`src/rtl/key_pkg.sv`:
```
// Shared definitions for the multi-channel key debouncer: FSM encoding,
// default 50 MHz timing constants and a counter-width helper.
package key_pkg;

    localparam logic [1:0] ST_IDLE      = 2'd0;
    localparam logic [1:0] ST_PRESS_DEB = 2'd1;
    localparam logic [1:0] ST_HELD      = 2'd2;
    localparam logic [1:0] ST_REL_DEB   = 2'd3;

    typedef enum logic [1:0] {
        S_IDLE      = ST_IDLE,
        S_PRESS_DEB = ST_PRESS_DEB,
        S_HELD      = ST_HELD,
        S_REL_DEB   = ST_REL_DEB
    } key_fsm_e;

    localparam int unsigned CLK_HZ         = 50_000_000;
    localparam int unsigned DEB_CNT_DEF    = 999_999;     // 20 ms
    localparam int unsigned LONG_CNT_DEF   = 49_999_999;  // 1 s
    localparam int unsigned REPEAT_CNT_DEF = 9_999_999;   // 200 ms

    // Width of a counter that must reach max_val; never narrower than 1 bit.
    function automatic int unsigned cnt_width(input int unsigned max_val);
        return (max_val < 1) ? 1 : $clog2(max_val + 1);
    endfunction

endpackage

```
`src/rtl/key_chan.sv`:
```
// One key channel: 2-FF synchroniser, debounce FSM, hold/repeat timing and
// registered level/pulse outputs.
module key_chan
    import key_pkg::*;
#(
    parameter int unsigned CNT_MAX    = DEB_CNT_DEF,
    parameter int unsigned LONG_MAX   = LONG_CNT_DEF,
    parameter int unsigned REPEAT_MAX = REPEAT_CNT_DEF,
    parameter bit          REPEAT_EN  = 1'b1,
    parameter bit          ACTIVE_LOW = 1'b1
) (
    input  logic sys_clk,
    input  logic sys_rst_n,
    input  logic key_i,
    output logic state_o,
    output logic press_o,
    output logic release_o,
    output logic long_o,
    output logic repeat_o
);

    localparam int unsigned DW = cnt_width(CNT_MAX);
    localparam int unsigned HW = cnt_width(LONG_MAX);
    localparam logic [DW-1:0] DCNT_LAST = DW'(CNT_MAX);
    localparam logic [HW-1:0] HCNT_LONG = HW'(LONG_MAX);
    localparam logic [HW-1:0] HCNT_REP  = HW'(REPEAT_MAX);
    localparam logic          REL_LVL   = ACTIVE_LOW;

    logic [1:0]    sync_q;
    logic          act;
    key_fsm_e      state_q, state_d;
    logic [DW-1:0] dcnt_q, dcnt_d;
    logic [HW-1:0] hcnt_q, hcnt_d;
    logic          long_done_q, long_done_d;
    logic          level_q, level_d;
    logic          press_q, press_d;
    logic          release_q, release_d;
    logic          long_q, long_d;
    logic          repeat_q, repeat_d;

    // Synchroniser resets to the released level so a key held through reset
    // is seen as a fresh press rather than a release.
    always_ff @(posedge sys_clk or negedge sys_rst_n) begin
        if (!sys_rst_n) begin
            sync_q <= {2{REL_LVL}};
        end else begin
            sync_q <= {sync_q[0], key_i};
        end
    end

    assign act = sync_q[1] ^ ACTIVE_LOW;

    always_ff @(posedge sys_clk or negedge sys_rst_n) begin
        if (!sys_rst_n) begin
            state_q     <= S_IDLE;
            dcnt_q      <= '0;
            hcnt_q      <= '0;
            long_done_q <= 1'b0;
            level_q     <= 1'b0;
            press_q     <= 1'b0;
            release_q   <= 1'b0;
            long_q      <= 1'b0;
            repeat_q    <= 1'b0;
        end else begin
            state_q     <= state_d;
            dcnt_q      <= dcnt_d;
            hcnt_q      <= hcnt_d;
            long_done_q <= long_done_d;
            level_q     <= level_d;
            press_q     <= press_d;
            release_q   <= release_d;
            long_q      <= long_d;
            repeat_q    <= repeat_d;
        end
    end

    always_comb begin
        state_d     = state_q;
        dcnt_d      = dcnt_q;
        hcnt_d      = hcnt_q;
        long_done_d = long_done_q;
        level_d     = level_q;
        press_d     = 1'b0;
        release_d   = 1'b0;
        long_d      = 1'b0;
        repeat_d    = 1'b0;
        case (state_q)
            S_IDLE: begin
                if (act) begin
                    state_d = S_PRESS_DEB;
                    dcnt_d  = '0;
                end
            end
            S_PRESS_DEB: begin
                if (!act) begin
                    state_d = S_IDLE;
                end else if (dcnt_q == DCNT_LAST) begin
                    state_d     = S_HELD;
                    press_d     = 1'b1;
                    level_d     = 1'b1;
                    hcnt_d      = '0;
                    long_done_d = 1'b0;
                end else begin
                    dcnt_d = dcnt_q + 1'b1;
                end
            end
            S_HELD: begin
                // Release takes priority over a coinciding long/repeat terminal count.
                if (!act) begin
                    state_d = S_REL_DEB;
                    dcnt_d  = '0;
                end else if (!long_done_q && hcnt_q == HCNT_LONG) begin
                    long_d      = 1'b1;
                    long_done_d = 1'b1;
                    hcnt_d      = '0;
                end else if (long_done_q && REPEAT_EN && hcnt_q == HCNT_REP) begin
                    repeat_d = 1'b1;
                    hcnt_d   = '0;
                end else if (!long_done_q || REPEAT_EN) begin
                    hcnt_d = hcnt_q + 1'b1;
                end
            end
            S_REL_DEB: begin
                // hcnt and long_done are left untouched so a glitch only pauses hold timing.
                if (act) begin
                    state_d = S_HELD;
                end else if (dcnt_q == DCNT_LAST) begin
                    state_d   = S_IDLE;
                    release_d = 1'b1;
                    level_d   = 1'b0;
                end else begin
                    dcnt_d = dcnt_q + 1'b1;
                end
            end
            default: state_d = S_IDLE;
        endcase
    end

    assign state_o   = level_q;
    assign press_o   = press_q;
    assign release_o = release_q;
    assign long_o    = long_q;
    assign repeat_o  = repeat_q;

endmodule

```
`src/rtl/key_debounce_multi.sv`:
```
// KEY_NUM independent debounced key channels with press/release/long/repeat
// pulses; bit n of key_press replaces the legacy single-key press flag.
module key_debounce_multi
    import key_pkg::*;
#(
    parameter int unsigned KEY_NUM    = 4,
    parameter int unsigned CNT_MAX    = DEB_CNT_DEF,
    parameter int unsigned LONG_MAX   = LONG_CNT_DEF,
    parameter int unsigned REPEAT_MAX = REPEAT_CNT_DEF,  // keep <= LONG_MAX
    parameter int          REPEAT_EN  = 1,
    parameter int          ACTIVE_LOW = 1
) (
    input  logic               sys_clk,
    input  logic               sys_rst_n,
    input  logic [KEY_NUM-1:0] key_in,
    output logic [KEY_NUM-1:0] key_state,
    output logic [KEY_NUM-1:0] key_press,
    output logic [KEY_NUM-1:0] key_release,
    output logic [KEY_NUM-1:0] key_long,
    output logic [KEY_NUM-1:0] key_repeat
);

    generate
        for (genvar gi = 0; gi < KEY_NUM; gi++) begin : g_chan
            key_chan #(
                .CNT_MAX    (CNT_MAX),
                .LONG_MAX   (LONG_MAX),
                .REPEAT_MAX (REPEAT_MAX),
                .REPEAT_EN  (REPEAT_EN != 0),
                .ACTIVE_LOW (ACTIVE_LOW != 0)
            ) u_chan (
                .sys_clk   (sys_clk),
                .sys_rst_n (sys_rst_n),
                .key_i     (key_in[gi]),
                .state_o   (key_state[gi]),
                .press_o   (key_press[gi]),
                .release_o (key_release[gi]),
                .long_o    (key_long[gi]),
                .repeat_o  (key_repeat[gi])
            );
        end
    endgenerate

endmodule

```
`config.mk`:
```
export PLATFORM = sky130hd
export DESIGN_NAME = key_debounce_multi
export DESIGN_NICKNAME = d
export VERILOG_FILES = /design/src/rtl/key_pkg.sv /design/src/rtl/key_chan.sv /design/src/rtl/key_debounce_multi.sv
export SDC_FILE = /design/constraint.sdc
export NUM_CORES = 1
export LEC_CHECK = 0
export CAP_MARGIN = 10
export CORE_MARGIN = 1.5
export CORE_UTILIZATION = 40
export CTS_BUF_LIST = sky130_fd_sc_hd__clkbuf_8
export CTS_CLUSTER_DIAMETER = 40
export DETAILED_ROUTE_END_ITERATION = 10
export PLACE_DENSITY = 0.61
export SLEW_MARGIN = 10
export SYNTH_ARGS = -nofsm -noshare
export SYNTH_HDL_FRONTEND = slang
export SYNTH_SLANG_ARGS = --single-unit
```
`constraint.sdc`:
```
create_clock -name sys_clk -period 2.8 [get_ports sys_clk]
set_input_delay 0.84 -clock sys_clk [delete_from_list [all_inputs] [get_ports sys_clk]]
set_output_delay 0.84 -clock sys_clk [all_outputs]
set_load 0.005 [all_outputs]
```
==> impl_metrics.ini, run 1 <==
[setup_path]
slowest_delay_ns = 0.54
critical-path-top-delay-family = simple AND/OR/NAND/NOR gates
crit_buf_inv = 1
critPathLaunchType = flip-flop
cp-end-kind = flip-flop
arrival_ns = 3.01
path_cells = ha_1 -> nand3_1 -> nor4_2 -> a21oi_2 -> buf_4 -> or4_1 -> a21oi_1
worstPathMaxFanout = 12
ff2ff_setup_slack_ns = 0.28
cpMaxStageDelayCell = nor4_2
critical_path_class = reg -> reg
cp.required_ns = 3.28

[global_route]
antenna_found_initial = 0
use_met3 = 0.0328
grt.total_usage = 0.185
grt_pass1_vias = 10700
grt_start_max_net_pins = 62
grt_pass1_wl_mm = 51.5
overflow = 0
grtUsageMet1 = 0.247
top_usage_layer = met2
use_met2 = 0.304

[timing]
final.setup.worst_slack_ns = 0.276
rsz0062_at_grt = false
drv_slew = 0
fin_skew_ns = 0.0290
worstMarginPinSlew_ns = 0.958
min_period_ns = 2.52
setup_viol = 0
clock.fmax_ghz = 0.396
relSlewSlack = 0.359
fin_crit_sh = 0.901
fin_setup_tns_ns = 0
final_hold_viol_count = 0

[pwr]
p_per_area_nw_per_um2 = 506
p_int_mw = 5.45
pwr-share-clk = 0.506
peakVddDrop_uv = 352
leakage_nw = 5.70
comb_power_share = 0.031
power_frac_seq = 0.463
p_sw_frac = 0.242
switchingPower_mw = 1.74

[synth]
synth-edff-count = 0
synthTopCellsByArea = dfrtp_1 43%, nand2_1 3.8%, nand3_1 3.5%
ys_ff_latch = 224
syn_area_um2 = 12500
synthFlopType = dfrtp_1
synth_nets = 1398
synthTopCellsByCount = 216 x dfrtp_1, 125 x nand2_1, 90 x nor2_1
yosysUniqueCellTypes = 70
synth_area_per_cell_um2 = 9.04
synthCells = 1384
synth_most_common_cell = dfrtp_1
synth_top_area_cell = dfrtp_1
netlist.area_leader.share = 0.432
async_flop_share = 1.00
yosys_warnings = 0
ys_seq_area_frac = 0.449

[status]
status = completed

[clocking]
clkLatencyLatePin_ns = 0.57
hold_buffers = 0
h-tree-depth = 2
cts_root_buffer = clkbuf_8
cts_tree = done
numCtsBuffers = 49
path_clk_slew_ns = 0.06
cts.sinks = 224
post-cts-setup-buffer-count = 0
cts_resized = 0
clock_path_buffers = 3

[floorplanning]
io_pins = 26
die-area_um2 = 32300
rows = 64
coreArea_um2 = 30700
die_x_um = 180
die_h_um = 180
initial_core_util = 0.408

[min_path]
hp-class = in -> async

[cells_and_area]
antenna_cells = 0
drive_above_1_share = 0.114
areaGrowthSynthToFinish_pct = 13.6
post-route-util = 0.464
nNetsFinal = 1428

[routing]
wirelength_mm = 29.1
drc = 0
drtIter0Drc = 635
wire_per_inst_um = 15.8
avgViaCountPerCell = 5.87
ant_nets = 0
firstDrtPassIters = 5
via_count = 10800

[run]
drv_cap = 0

[place]
dp_hpwl_mm = 19.6
port_buffers = 25
gp_congestion = 0.837
dp_slack_ns = 0.277
## cell type report
| type | instances | area (um^2) |
|---|---|---|
| flip-flops and latches | 224 | 5620 |
| repair buffers | 69 | 623 |
| fillers | 2927 | 16500 |
| multi-input cells | 1027 | 6310 |
| clock inverters | 34 | 255 |
| inverters | 43 | 161 |
| well taps | 396 | 495 |
| clock buffers | 55 | 757 |
## through the flow
stage | hold slack [ns] | area (um^2) | std cells | power, mW
6_report | 0.171 | 14200 | 1848 | 7.19
5_1_grt | 0.168 | 14200 | 1848 | 7.54
4_1_cts | 0.162 | 14200 | 1848 | 7.33
3_5_place_dp | 0.347 | 13200 | 1759 | 3.61
3_3_place_gp | 0.346 | 13200 | 1759 | 3.61
2_1_floorplan | 0.345 | 12500 | 1384 | 3.48
## cell usage in the layout (no fill, tap or decap), types with 9 or more instances in the layout
master / n
o31ai_1: 50
nand3_1: 88
a21oi_1: 81
o21ai_0: 77
nand4_1: 55
nor4b_1: 14
a31oi_1: 17
buf_4: 41
nor2_1: 90
nor4_1: 24
clkbuf_8: 55
nor3_1: 43
inv_1: 55
a22o_1: 31
and4_1: 19
or3_1: 50
mux2_2: 9
clkdlybuf4s50_1: 24
xnor2_1: 13
o22ai_1: 14
dfrtp_1: 216
and2_1: 10
a221o_1: 16
nand2_1: 125
or4_1: 32
and3_1: 42
clkinv_2: 11
## flip-flops by register name, indices dropped and copies added, names as in the netlist, named ones only
| register | count |
|---|---|
| g_chan.u_chan.long_done_q | 4 |
| g_chan.u_chan.state_q | 4 |
| g_chan.u_chan.hcnt_q | 104 |
| g_chan.u_chan.repeat_o | 4 |
| g_chan.u_chan.dcnt_q | 80 |
| g_chan.u_chan.press_o | 4 |
| g_chan.u_chan.release_o | 4 |
| g_chan.u_chan.state_o | 4 |
| g_chan.u_chan.sync_q | 8 |
| g_chan.u_chan.long_o | 4 |
## power groups by stage
stage	Clock [mW]	Combinational, mW	Sequential, mW
6_report	3.64	0.225	3.33
5_1_grt	3.95	0.260	3.33
4_1_cts	3.77	0.234	3.33
3_5_place_dp	0	0.233	3.38
3_3_place_gp	0	0.230	3.38
2_1_floorplan	0	0.120	3.36
## layer usage
layer  part of all wire  vias up
met1               0.47     5280
li1                   -     5337
met3              0.037       52
met5                  0        -
met4              0.020        0
met2               0.47      176
## cell families (layout without fill, tap and decap cells)
family / after synthesis / count (layout) / synth area share
adder cells (fa/ha/maj): 8 / 8 / 0.00800
multiplexers: 13 / 13 / 0.0113
AO/OA/AOI/OAI: 338 / 338 / 0.180
AND/OR/NAND/NOR: 647 / 647 / 0.290
buffers and inverters: 133 / 201 / 0.0479
XOR/XNOR: 21 / 21 / 0.0147
flip-flops: 224 / 224 / 0.449
## final timing paths
check | from | endpoint | depth (start not counted)
max reg2reg | g_chan[0].u_chan.dcnt_q[0] | g_chan[0].u_chan.hcnt_q[22] | 7
min in group sys_clk | g_chan[3].u_chan.sync_q[0] | g_chan[3].u_chan.sync_q[1] | 0
max in group asynchronous | sys_rst_n | g_chan[2].u_chan.sync_q[0] | 2
max | g_chan[0].u_chan.dcnt_q[0] | g_chan[0].u_chan.hcnt_q[22] | 7
min | sys_rst_n | g_chan[3].u_chan.dcnt_q[2] | 1
min reg2reg | g_chan[3].u_chan.sync_q[0] | g_chan[3].u_chan.sync_q[1] | 0
Power figures use the tool's default switching activity.
==> inputs of run 2 (changes only) <==
- SLEW_MARGIN: 10 -> 20
==> results of run 2 <==
Final layout, timing and power as in run 1 (identical DEF).
==> inputs of run 3 (changes only) <==
- HOLD_SLACK_MARGIN: default -> 0.1
==> results of run 3 <==
Final layout, timing and power as in run 1 (identical DEF).
